File: config.mk
export PLATFORM = sky130hd
export DESIGN_NAME = cp0_exc_unit
export DESIGN_NICKNAME = d
export VERILOG_FILES = /design/src/rtl/cp0_exc_unit.sv
export SDC_FILE = /design/constraint.sdc
export NUM_CORES = 1
export LEC_CHECK = 0
export ABC_AREA = 1
export ABC_CLOCK_PERIOD_IN_PS = 2200
export CORE_ASPECT_RATIO = 1.1
export CORE_MARGIN = 5
export CORE_UTILIZATION = 41
export CTS_BUF_LIST = sky130_fd_sc_hd__clkbuf_8
export DETAILED_ROUTE_END_ITERATION = 10
export PLACE_DENSITY = 0.86
export SKIP_CTS_REPAIR_TIMING = 1
export SLEW_MARGIN = 20
export SYNTH_ARGS = -nofsm -noshare
export SYNTH_HDL_FRONTEND = slang
export SYNTH_SLANG_ARGS = --single-unit
export TNS_END_PERCENT = 5
File: constraint.sdc
create_clock -name clk -period 2.2 [get_ports clk]
set_input_delay 0.44 -clock clk [delete_from_list [all_inputs] [get_ports clk]]
set_output_delay 0.44 -clock clk [all_outputs]
set_load 0.01 [all_outputs]
File: src/rtl/cp0_exc_unit.sv
// CP0 register file and exception/interrupt arbiter for the MEM stage.
// Optional timer (Count/Compare/TI) is built only when CP0_TIMER_EN is defined.
module cp0_exc_unit #(
  parameter int unsigned HW_INT_NUM = 6,
  parameter int unsigned COUNT_DIV  = 2,
  parameter logic [31:0] EXC_VECTOR = 32'hBFC00380
) (
  input  logic                  clk,
  input  logic                  rst,
  input  logic [4:0]            read_addr_i,
  input  logic                  write_en_i,
  input  logic [4:0]            write_addr_i,
  input  logic [31:0]           write_data_i,
  input  logic [HW_INT_NUM-1:0] hw_int_i,
  input  logic                  inst_valid_i,
  input  logic [6:0]            exc_flags_i,
  input  logic                  eret_i,
  input  logic                  delayslot_i,
  input  logic [31:0]           pc_i,
  input  logic [31:0]           badaddr_i,
  output logic [31:0]           read_data_o,
  output logic                  flush_o,
  output logic [31:0]           flush_pc_o,
  output logic [31:0]           epc_o,
  output logic                  timer_int_o
);

  localparam int unsigned DW = 32;
  localparam int unsigned RW = 5;
  localparam int unsigned EW = 5;

  localparam logic [RW-1:0] REG_BADVADDR = RW'(8);
  localparam logic [RW-1:0] REG_COUNT    = RW'(9);
  localparam logic [RW-1:0] REG_COMPARE  = RW'(11);
  localparam logic [RW-1:0] REG_STATUS   = RW'(12);
  localparam logic [RW-1:0] REG_CAUSE    = RW'(13);
  localparam logic [RW-1:0] REG_EPC      = RW'(14);

  localparam logic [DW-1:0] STATUS_RST   = 32'h0040_0000;
  localparam logic [DW-1:0] STATUS_WMASK = 32'h0040_FF03;

  localparam logic [EW-1:0] EC_INT  = EW'(0);
  localparam logic [EW-1:0] EC_ADEL = EW'(4);
  localparam logic [EW-1:0] EC_ADES = EW'(5);
  localparam logic [EW-1:0] EC_SYS  = EW'(8);
  localparam logic [EW-1:0] EC_BP   = EW'(9);
  localparam logic [EW-1:0] EC_RI   = EW'(10);
  localparam logic [EW-1:0] EC_OV   = EW'(12);

  typedef enum logic [1:0] {
    BAD_NONE = 2'd0,
    BAD_PC   = 2'd1,
    BAD_DATA = 2'd2
  } bad_sel_e;

  // Invalid configurations stop elaboration.
  if (COUNT_DIV < 1 || HW_INT_NUM < 1 || HW_INT_NUM > 6) begin : g_param_check
    $error("cp0_exc_unit: COUNT_DIV must be >= 1 and HW_INT_NUM in 1..6");
  end

  logic [DW-1:0] r_status;
  logic [DW-1:0] r_epc;
  logic [DW-1:0] r_badvaddr;
  logic          r_bd;
  logic [EW-1:0] r_exccode;
  logic [1:0]    r_ip_sw;
  logic [5:0]    r_ip_hw;

  logic [5:0]    w_hw_pad;
  logic [7:0]    w_ip;
  logic [DW-1:0] w_cause;
  logic          w_ti;
  logic [DW-1:0] w_count;
  logic [DW-1:0] w_compare;
  logic          w_int_req;
  logic          w_exc_take;
  logic          w_eret;
  logic          w_mtc0;
  logic [EW-1:0] w_exccode;
  bad_sel_e      w_bad_sel;

  assign w_hw_pad = 6'(hw_int_i);

  `ifdef CP0_TIMER_EN
  localparam int unsigned PW = (COUNT_DIV > 1) ? $clog2(COUNT_DIV) : 1;

  logic [DW-1:0] r_count;
  logic [DW-1:0] r_compare;
  logic [PW-1:0] r_presc;
  logic          r_ti;

  // Prescaled Count, Compare match and sticky timer flag.
  always_ff @(posedge clk) begin
    if (!rst) begin
      r_count   <= '0;
      r_compare <= '0;
      r_presc   <= '0;
      r_ti      <= 1'b0;
    end else begin
      if (w_mtc0 && write_addr_i == REG_COUNT) begin
        r_count <= write_data_i;
        r_presc <= '0;
      end else if (r_presc == PW'(COUNT_DIV - 1)) begin
        r_presc <= '0;
        r_count <= r_count + DW'(1);
      end else begin
        r_presc <= r_presc + PW'(1);
      end

      if (w_mtc0 && write_addr_i == REG_COMPARE) begin
        r_compare <= write_data_i;
        r_ti      <= 1'b0;
      end else if (r_count == r_compare && r_compare != '0) begin
        r_ti <= 1'b1;
      end
    end
  end

  assign w_ti      = r_ti;
  assign w_count   = r_count;
  assign w_compare = r_compare;
  `else
  assign w_ti      = 1'b0;
  assign w_count   = '0;
  assign w_compare = '0;
  `endif

  assign w_ip    = {r_ip_hw[5] | w_ti, r_ip_hw[4:0], r_ip_sw};
  assign w_cause = {r_bd, w_ti, 14'b0, w_ip, 1'b0, r_exccode, 2'b0};

  assign w_int_req  = inst_valid_i & r_status[0] & ~r_status[1] & (|(w_ip & r_status[15:8]));
  assign w_exc_take = inst_valid_i & (w_int_req | (|exc_flags_i));
  assign w_eret     = eret_i & inst_valid_i & ~w_exc_take;
  assign w_mtc0     = write_en_i & ~w_exc_take;

  // Fixed-priority exception encoder; interrupts outrank every synchronous cause.
  always_comb begin
    w_exccode = EC_INT;
    w_bad_sel = BAD_NONE;
    if (w_int_req) begin
      w_exccode = EC_INT;
    end else if (exc_flags_i[6]) begin
      w_exccode = EC_ADEL;
      w_bad_sel = BAD_PC;
    end else if (exc_flags_i[5]) begin
      w_exccode = EC_RI;
    end else if (exc_flags_i[4]) begin
      w_exccode = EC_OV;
    end else if (exc_flags_i[3]) begin
      w_exccode = EC_SYS;
    end else if (exc_flags_i[2]) begin
      w_exccode = EC_BP;
    end else if (exc_flags_i[1]) begin
      w_exccode = EC_ADEL;
      w_bad_sel = BAD_DATA;
    end else if (exc_flags_i[0]) begin
      w_exccode = EC_ADES;
      w_bad_sel = BAD_DATA;
    end
  end

  assign flush_o     = rst & (w_exc_take | w_eret);
  assign flush_pc_o  = w_exc_take ? EXC_VECTOR : r_epc;
  assign epc_o       = r_epc;
  assign timer_int_o = w_ti;

  // mfc0 read path returns pre-edge register contents.
  always_comb begin
    read_data_o = '0;
    if (rst) begin
      case (read_addr_i)
        REG_BADVADDR: read_data_o = r_badvaddr;
        REG_COUNT:    read_data_o = w_count;
        REG_COMPARE:  read_data_o = w_compare;
        REG_STATUS:   read_data_o = r_status;
        REG_CAUSE:    read_data_o = w_cause;
        REG_EPC:      read_data_o = r_epc;
        default:      read_data_o = '0;
      endcase
    end
  end

  // Exception entry has precedence over eret and mtc0; EPC/BD frozen while EXL is set.
  always_ff @(posedge clk) begin
    if (!rst) begin
      r_status   <= STATUS_RST;
      r_epc      <= '0;
      r_badvaddr <= '0;
      r_bd       <= 1'b0;
      r_exccode  <= '0;
      r_ip_sw    <= '0;
      r_ip_hw    <= '0;
    end else begin
      r_ip_hw <= w_hw_pad;
      if (w_exc_take) begin
        r_exccode <= w_exccode;
        if (!r_status[1]) begin
          r_epc <= delayslot_i ? (pc_i - DW'(4)) : pc_i;
          r_bd  <= delayslot_i;
        end
        r_status[1] <= 1'b1;
        case (w_bad_sel)
          BAD_PC:   r_badvaddr <= pc_i;
          BAD_DATA: r_badvaddr <= badaddr_i;
          default:  ;
        endcase
      end else begin
        if (w_eret) begin
          r_status[1] <= 1'b0;
        end
        if (w_mtc0) begin
          case (write_addr_i)
            REG_STATUS: if (!w_eret) r_status <= write_data_i & STATUS_WMASK;
            REG_CAUSE:  r_ip_sw <= write_data_i[9:8];
            REG_EPC:    r_epc   <= write_data_i;
            default:    ;
          endcase
        end
      end
    end
  end

endmodule
==> results of run 1 <==
-- flip-flops by register name, indices dropped and copies added, names as in the netlist --
signal,flops
r_exccode,4
r_bd,1
epc_o,32
r_ip_sw,2
r_ip_hw,6
r_status,11
r_badvaddr,32
-- final timing paths --
check                               startpoint             end  slack [ns]  cells after the start
worst min register to register  r_badvaddr[29]  r_badvaddr[29]        0.45                      2
worst max register to register      r_ip_hw[4]       epc_o[19]        0.03                     15
worst max-delay path            exc_flags_i[1]  flush_pc_o[10]       -0.25                     10
worst min-delay path            r_badvaddr[29]  r_badvaddr[29]        0.45                      2
-- layer usage --
| layer | wire length (microns) | share of wire [%] |
|---|---|---|
| met1 | 10000 | 40 |
| met5 | 0 | 0 |
| met3 | 1830 | 7.3 |
| met4 | 1380 | 5.5 |
| met2 | 11800 | 47 |
-- worst max-delay path, delay by kind of cell --
kind | cells | cell delay (ns)
buf+inv | 5 | 0.94
simple gates | 5 | 0.61
-- stage by stage --
step | instances | hold slack, ns | setup TNS, ns | total power, W | instance area, sq um
floorplan | 967 | 0.425 | 0 | 0.00227 | 5750
global placement | 1433 | 0.435 | -70.56 | 0.00289 | 8840
detailed placement | 1433 | 0.439 | -72.48 | 0.00291 | 8840
CTS | 1447 | 0.452 | -46.60 | 0.00399 | 9020
global route | 1455 | 0.479 | -15.26 | 0.00422 | 9180
finish | 1455 | 0.450 | -9.37 | 0.00404 | 9180
-- cell usage in the layout, fill, tap and decap left out, types with 24 or more instances in the layout --
cell type and n:
nand2_1 225, nor2_1 150, clkdlybuf4s50_1 145, inv_1 122
buf_4 94, dfxtp_1 87, o21ai_0 73, a21oi_1 56
nand3_1 44, o21ai_1 44, buf_2 28, clkbuf_2 24
-- logic make-up (layout without fill, tap and decap cells) --
group	Yosys count	count (layout)	synth area share, %
AND/OR/NAND/NOR	478	478	33.9
multiplexers	5	5	0.979
adder cells (fa/ha/maj)	2	2	0.435
buffers and inverters	180	480	13.6
other	1	1	0.0652
XOR/XNOR	11	11	1.68
AO/OA/AOI/OAI	202	202	18.6
flip-flops	88	88	30.6
-- power groups by stage --
| stage | Sequential [W] | Combinational, W | Clock, W |
|---|---|---|---|
| after global routing | 0.00180 | 0.00124 | 0.00119 |
| final | 0.00178 | 0.00115 | 0.00111 |
| after CTS | 0.00178 | 0.00111 | 0.00110 |
| after global placement | 0.00181 | 0.00108 | 0 |
| after floorplan | 0.00181 | 0.000454 | 0 |
| after detailed placement | 0.00181 | 0.00110 | 0 |
-- area by class of cell --
class,instances,area [sq um]
clock inverter,5,51.3
multi-input combinational,699,3410
sequential,88,1760
clock buffer,9,124
fill,1197,4620
inverter,130,505
timing repair buffer,334,3070
timing repair inverter,2,17.5
tap,188,235
==> flow_summary.json, run 1 <==
{
  "synth_edf_count": 0,
  "switching_share_pct": 31.4,
  "leakage_nw": 4.40,
  "first_global_vias": 7180,
  "busiest_layer": "met2",
  "final_antenna_net_count": 0,
  "grt_use_met2_pct": 45.5,
  "critPathCaptureType": "output pin",
  "antenna_cells": 0,
  "dieHeight_microns": 134,
  "worst-setup-path-type": "in2out",
  "io_pins": 223,
  "pwr-share-seq_pct": 44.1,
  "cpMostUsedCell": "nor2_2",
  "die_area_sq_um": 16500,
  "grtUsageMet1_pct": 35.0,
  "synth_top_cell_by_area": "dfxtp_1",
  "synth_commonest_cells": "nand2_1, nor2_1, inv_1",
  "drc_errors": 0,
  "cts_buffers": 9,
  "start_util_pct": 41.7,
  "post_drt_wl_per_cell_microns": 17.2,
  "crit_arrival_ns": 2.01,
  "rows": 45,
  "grt_max_degree": 68,
  "grt_overflow_total": 0,
  "max_slew.worst_pin.slew_ns": 0.703,
  "synth.most_common_cell": "nand2_1",
  "path_max_fanout": 10,
  "synth_cells": 967,
  "pre_cts_slack_ns": -0.660,
  "die_x_microns": 123,
  "peakVddDrop_mv": 0.259,
  "syn_area_sq_um": 5750,
  "status": "finished, violations left",
  "syn_to_final_growth_pct": 59.6,
  "rsz0062_at_grt": "yes",
  "drt_iter0_drc": 840,
  "synth_fp_nets": 1094,
  "min_period_ns": 2.45,
  "gp_congestion": 0.982,
  "synth.distinct_cells": 36,
  "antenna_found_initial": 0,
  "cap_violations": 0,
  "synth_seq_cells": 88,
  "async_flop_share_pct": 0,
  "final_util_pct": 66.5,
  "setup_ws_ns": -0.251,
  "routed_via_density": 5.26,
  "pwr-share-comb_pct": 28.4,
  "fin_crit_sh_pct": 111,
  "clock-sinks": 88,
  "clock_path_buffers": 2,
  "dp_hpwl_microns": 18200,
  "synthTopCellsByArea": "dfxtp_1, nand2_1, nor2_1, inv_1, o21ai_0",
  "pwr-share-clk_pct": 27.5,
  "required_ns": 1.76,
  "worstHoldPathType": "reg2reg",
  "fmax_ghz": 0.408,
  "ys_seq_area_share_pct": 30.6,
  "vias": 7653,
  "portBuffers": 221,
  "finalHoldViolCount": 0,
  "grt_usage_pct": 27.5,
  "nNetsFinal": 1391,
  "wl_microns": 25000,
  "cts_root_buf": "clkbuf_8",
  "critPathLaunchType": "input pin",
  "avgSynthCellArea_sq_um": 5.95,
  "cts_tree": "yes",
  "ys.flop_type": "dfxtp_1",
  "clk_latency_ns": 0.37,
  "relSlewSlack_pct": 53.1,
  "cts.clk_slew.worst_paths_ns": 0.09,
  "setup_violations": 91,
  "skew_ns": 0.00631,
  "switching_power_w": 0.00127,
  "coreArea_sq_um": 13800,
  "drive_gt1_share_pct": 20.1,
  "failed_checks": "setup timing",
  "ys_warn_count": 0,
  "drv_slew": 0,
  "first_pass_iters": 5,
  "slowest_delay_ns": 0.45,
  "cts-htree-levels": 3,
  "intPower_w": 0.00277,
  "grt_pass1_wl_microns": 35900,
  "crit_chain": "clkdlybuf4s50_1 > nor2_2 > inv_1 > nor2_2 > nand2_4 > nand2_8 > clkinv_8 > buf_12 > nor2_2 > buf_2",
  "cp_slowest_cell": "clkdlybuf4s50_1",
  "use_met3_pct": 4.34,
  "pwr_density_cell_nw_per_um2": 441,
  "synth_top_area_share_pct": 30.6
}
No activity file was read; power rests on OpenSTA's default activity.
==> inputs of run 2 (changes only) <==
CORE_UTILIZATION = 40   (was 41)
CTS_BUF_LIST = default   (was sky130_fd_sc_hd__clkbuf_8)
MAX_ROUTING_LAYER = met4   (was default)
PLACE_DENSITY = 0.84   (was 0.86)
==> flow_summary.json, run 2 (synthesized netlist as in run 1, its figures left out) <==
{
  "status": "finished, violations left",
  "failed_checks": "setup timing",
  "required_ns": 1.76,
  "peakVddDrop_mv": 0.405,
  "nNetsFinal": 1395,
  "wl_microns": 25700,
  "drc_errors": 0,
  "pwr-share-seq_pct": 38.7,
  "critPathLaunchType": "flip-flop",
  "fin_crit_sh_pct": 111,
  "clk_latency_ns": 0.35,
  "portBuffers": 221,
  "worstReg2RegStart": "r_ip_hw[3]",
  "antenna_found_initial": 1,
  "gp_congestion": 0.891,
  "pwr_density_cell_nw_per_um2": 478,
  "rrSetupSlack_ns": -0.12,
  "final_area_sq_um": 9640,
  "clock-sinks": 88,
  "die_x_microns": 124,
  "leakage_nw": 4.78,
  "grt_pass1_wl_microns": 36900,
  "final_antenna_net_count": 0,
  "drv_slew": 0,
  "pre_cts_slack_ns": -0.764,
  "pwr-share-comb_pct": 26.4,
  "cts_buffers": 9,
  "min_period_ns": 2.45,
  "worst-setup-path-type": "reg2out",
  "worstHoldPathType": "reg2reg",
  "fillers": 1232,
  "grt_usage_pct": 28.0,
  "routed_via_density": 5.24,
  "cts_root_buf": "clkbuf_16",
  "die_area_sq_um": 16900,
  "io_pins": 223,
  "ff2ff_path_depth": 16,
  "path_max_fanout": 7,
  "dieHeight_microns": 136,
  "switching_power_w": 0.00134,
  "first_pass_iters": 5,
  "syn_to_final_growth_pct": 67.7,
  "drt_iter0_drc": 954,
  "cts_tree": "yes",
  "cts-htree-levels": 3,
  "pwr-share-clk_pct": 34.9,
  "cap_violations": 0,
  "total_power_w": 0.00461,
  "crit_arrival_ns": 2.01,
  "finalHoldViolCount": 0,
  "switching_share_pct": 29.2,
  "final_common_cell": "nand2_1",
  "dpl_cell_area_sq_um": 8870,
  "hold_start": "r_badvaddr[16]",
  "first_global_vias": 7157,
  "stdcell_count": 1466,
  "coreArea_sq_um": 14300,
  "rsz0062_at_grt": "yes",
  "dp.cells": 1436,
  "fmax_ghz": 0.408,
  "intPower_w": 0.00326,
  "setup_ws_ns": -0.252,
  "min_delay_path_depth": 2,
  "grt_max_degree": 38,
  "critPathCaptureType": "output pin",
  "start_util_pct": 40.3,
  "multi_input_area_sq_um": 3460,
  "vias": 7688,
  "seq_area_sq_um": 1770,
  "dp_hpwl_microns": 18300,
  "skew_ns": 0.00707,
  "holdPathEnd": "r_badvaddr[16]",
  "clock_path_buffers": 2,
  "mostFrequentLayoutCells": "nand2_1, nor2_1, clkdlybuf4s50_1, inv_1, buf_4",
  "grt_overflow_total": 0,
  "rows": 46,
  "r2r_end": "epc_o[12]",
  "cts.clk_slew.worst_paths_ns": 0.06,
  "post_drt_wl_per_cell_microns": 17.5,
  "setup_violations": 73,
  "drive_gt1_share_pct": 19.8
}
==> run 2: cell types whose count changed in the layout (fill, tap and decap cells not counted), sizes merged <==
cell / previous run / this run
clkdlybuf4s50: 145 / 143
diode: 0 / 1
clkbuf: 35 / 25
inv: 131 / 128
clkinv: 4 / 2
dlymetal6s2s: 22 / 39
buf: 141 / 147
==> run 2: routing by layer <==
layer | GRT usage (%) | wire, microns
met4 | 10.7 | 1060
met3 | 4.85 | 1940
met5 | - | 0
met2 | 47.5 | 12700
met1 | 33.3 | 9970
==> run 2: worst max path at each step <==
stage,from,endpoint,slack (ns)
2_1_floorplan,exc_flags_i[2],r_badvaddr[11],0.09
3_3_place_gp,read_addr_i[3],read_data_o[22],-0.72
3_5_place_dp,read_addr_i[3],read_data_o[21],-0.76
4_1_cts,read_addr_i[3],read_data_o[21],-0.77
5_1_grt,r_status[12],flush_pc_o[18],-0.30
6_report,r_ip_hw[3],flush_pc_o[19],-0.25
==> run 2: power by group through the flow <==
stage	clock, W	sequential (W)	combinational, W
final	0.00161	0.00178	0.00122
after detailed placement	0	0.00181	0.00112
after floorplan	0	0.00181	0.000454
after global placement	0	0.00181	0.00111
after global routing	0.00168	0.00179	0.00131
after CTS	0.00161	0.00177	0.00113
==> run 2: per-stage QoR <==
stage	util (%)	setup TNS, ns	hold slack, ns
detailed placement	62.1	-74.52	0.436
global placement	62.1	-70.00	0.434
floorplan	-	0	0.425
CTS	64.2	-50.57	0.445
finish	67.6	-7.07	0.444
global route	67.6	-13.37	0.464
==> run 2: worst max-delay path, cell delays in order, from the launching register on <==
cell and delay [ns]:
dfxtp_2 0.32, nand2_2 0.06, nand2_1 0.07, nor2_2 0.19, nand2_2 0.11, nand2_2 0.11
nand2_2 0.08, nand2_4 0.12, clkinv_8 0.10, buf_12 0.16, buf_8 0.13, nor2_2 0.07
buf_2 0.13
==> run 2: final cells by class <==
| cell class | count | area share [%] |
|---|---|---|
| timing repair buffer | 340 | 34.9 |
| sequential | 88 | 18.3 |
| clock inverter | 2 | 0.389 |
| inverter | 130 | 5.22 |
| antenna | 1 | 0.0259 |
| clock buffer | 14 | 2.74 |
| tap | 192 | 2.49 |
| multi-input combinational | 699 | 35.9 |
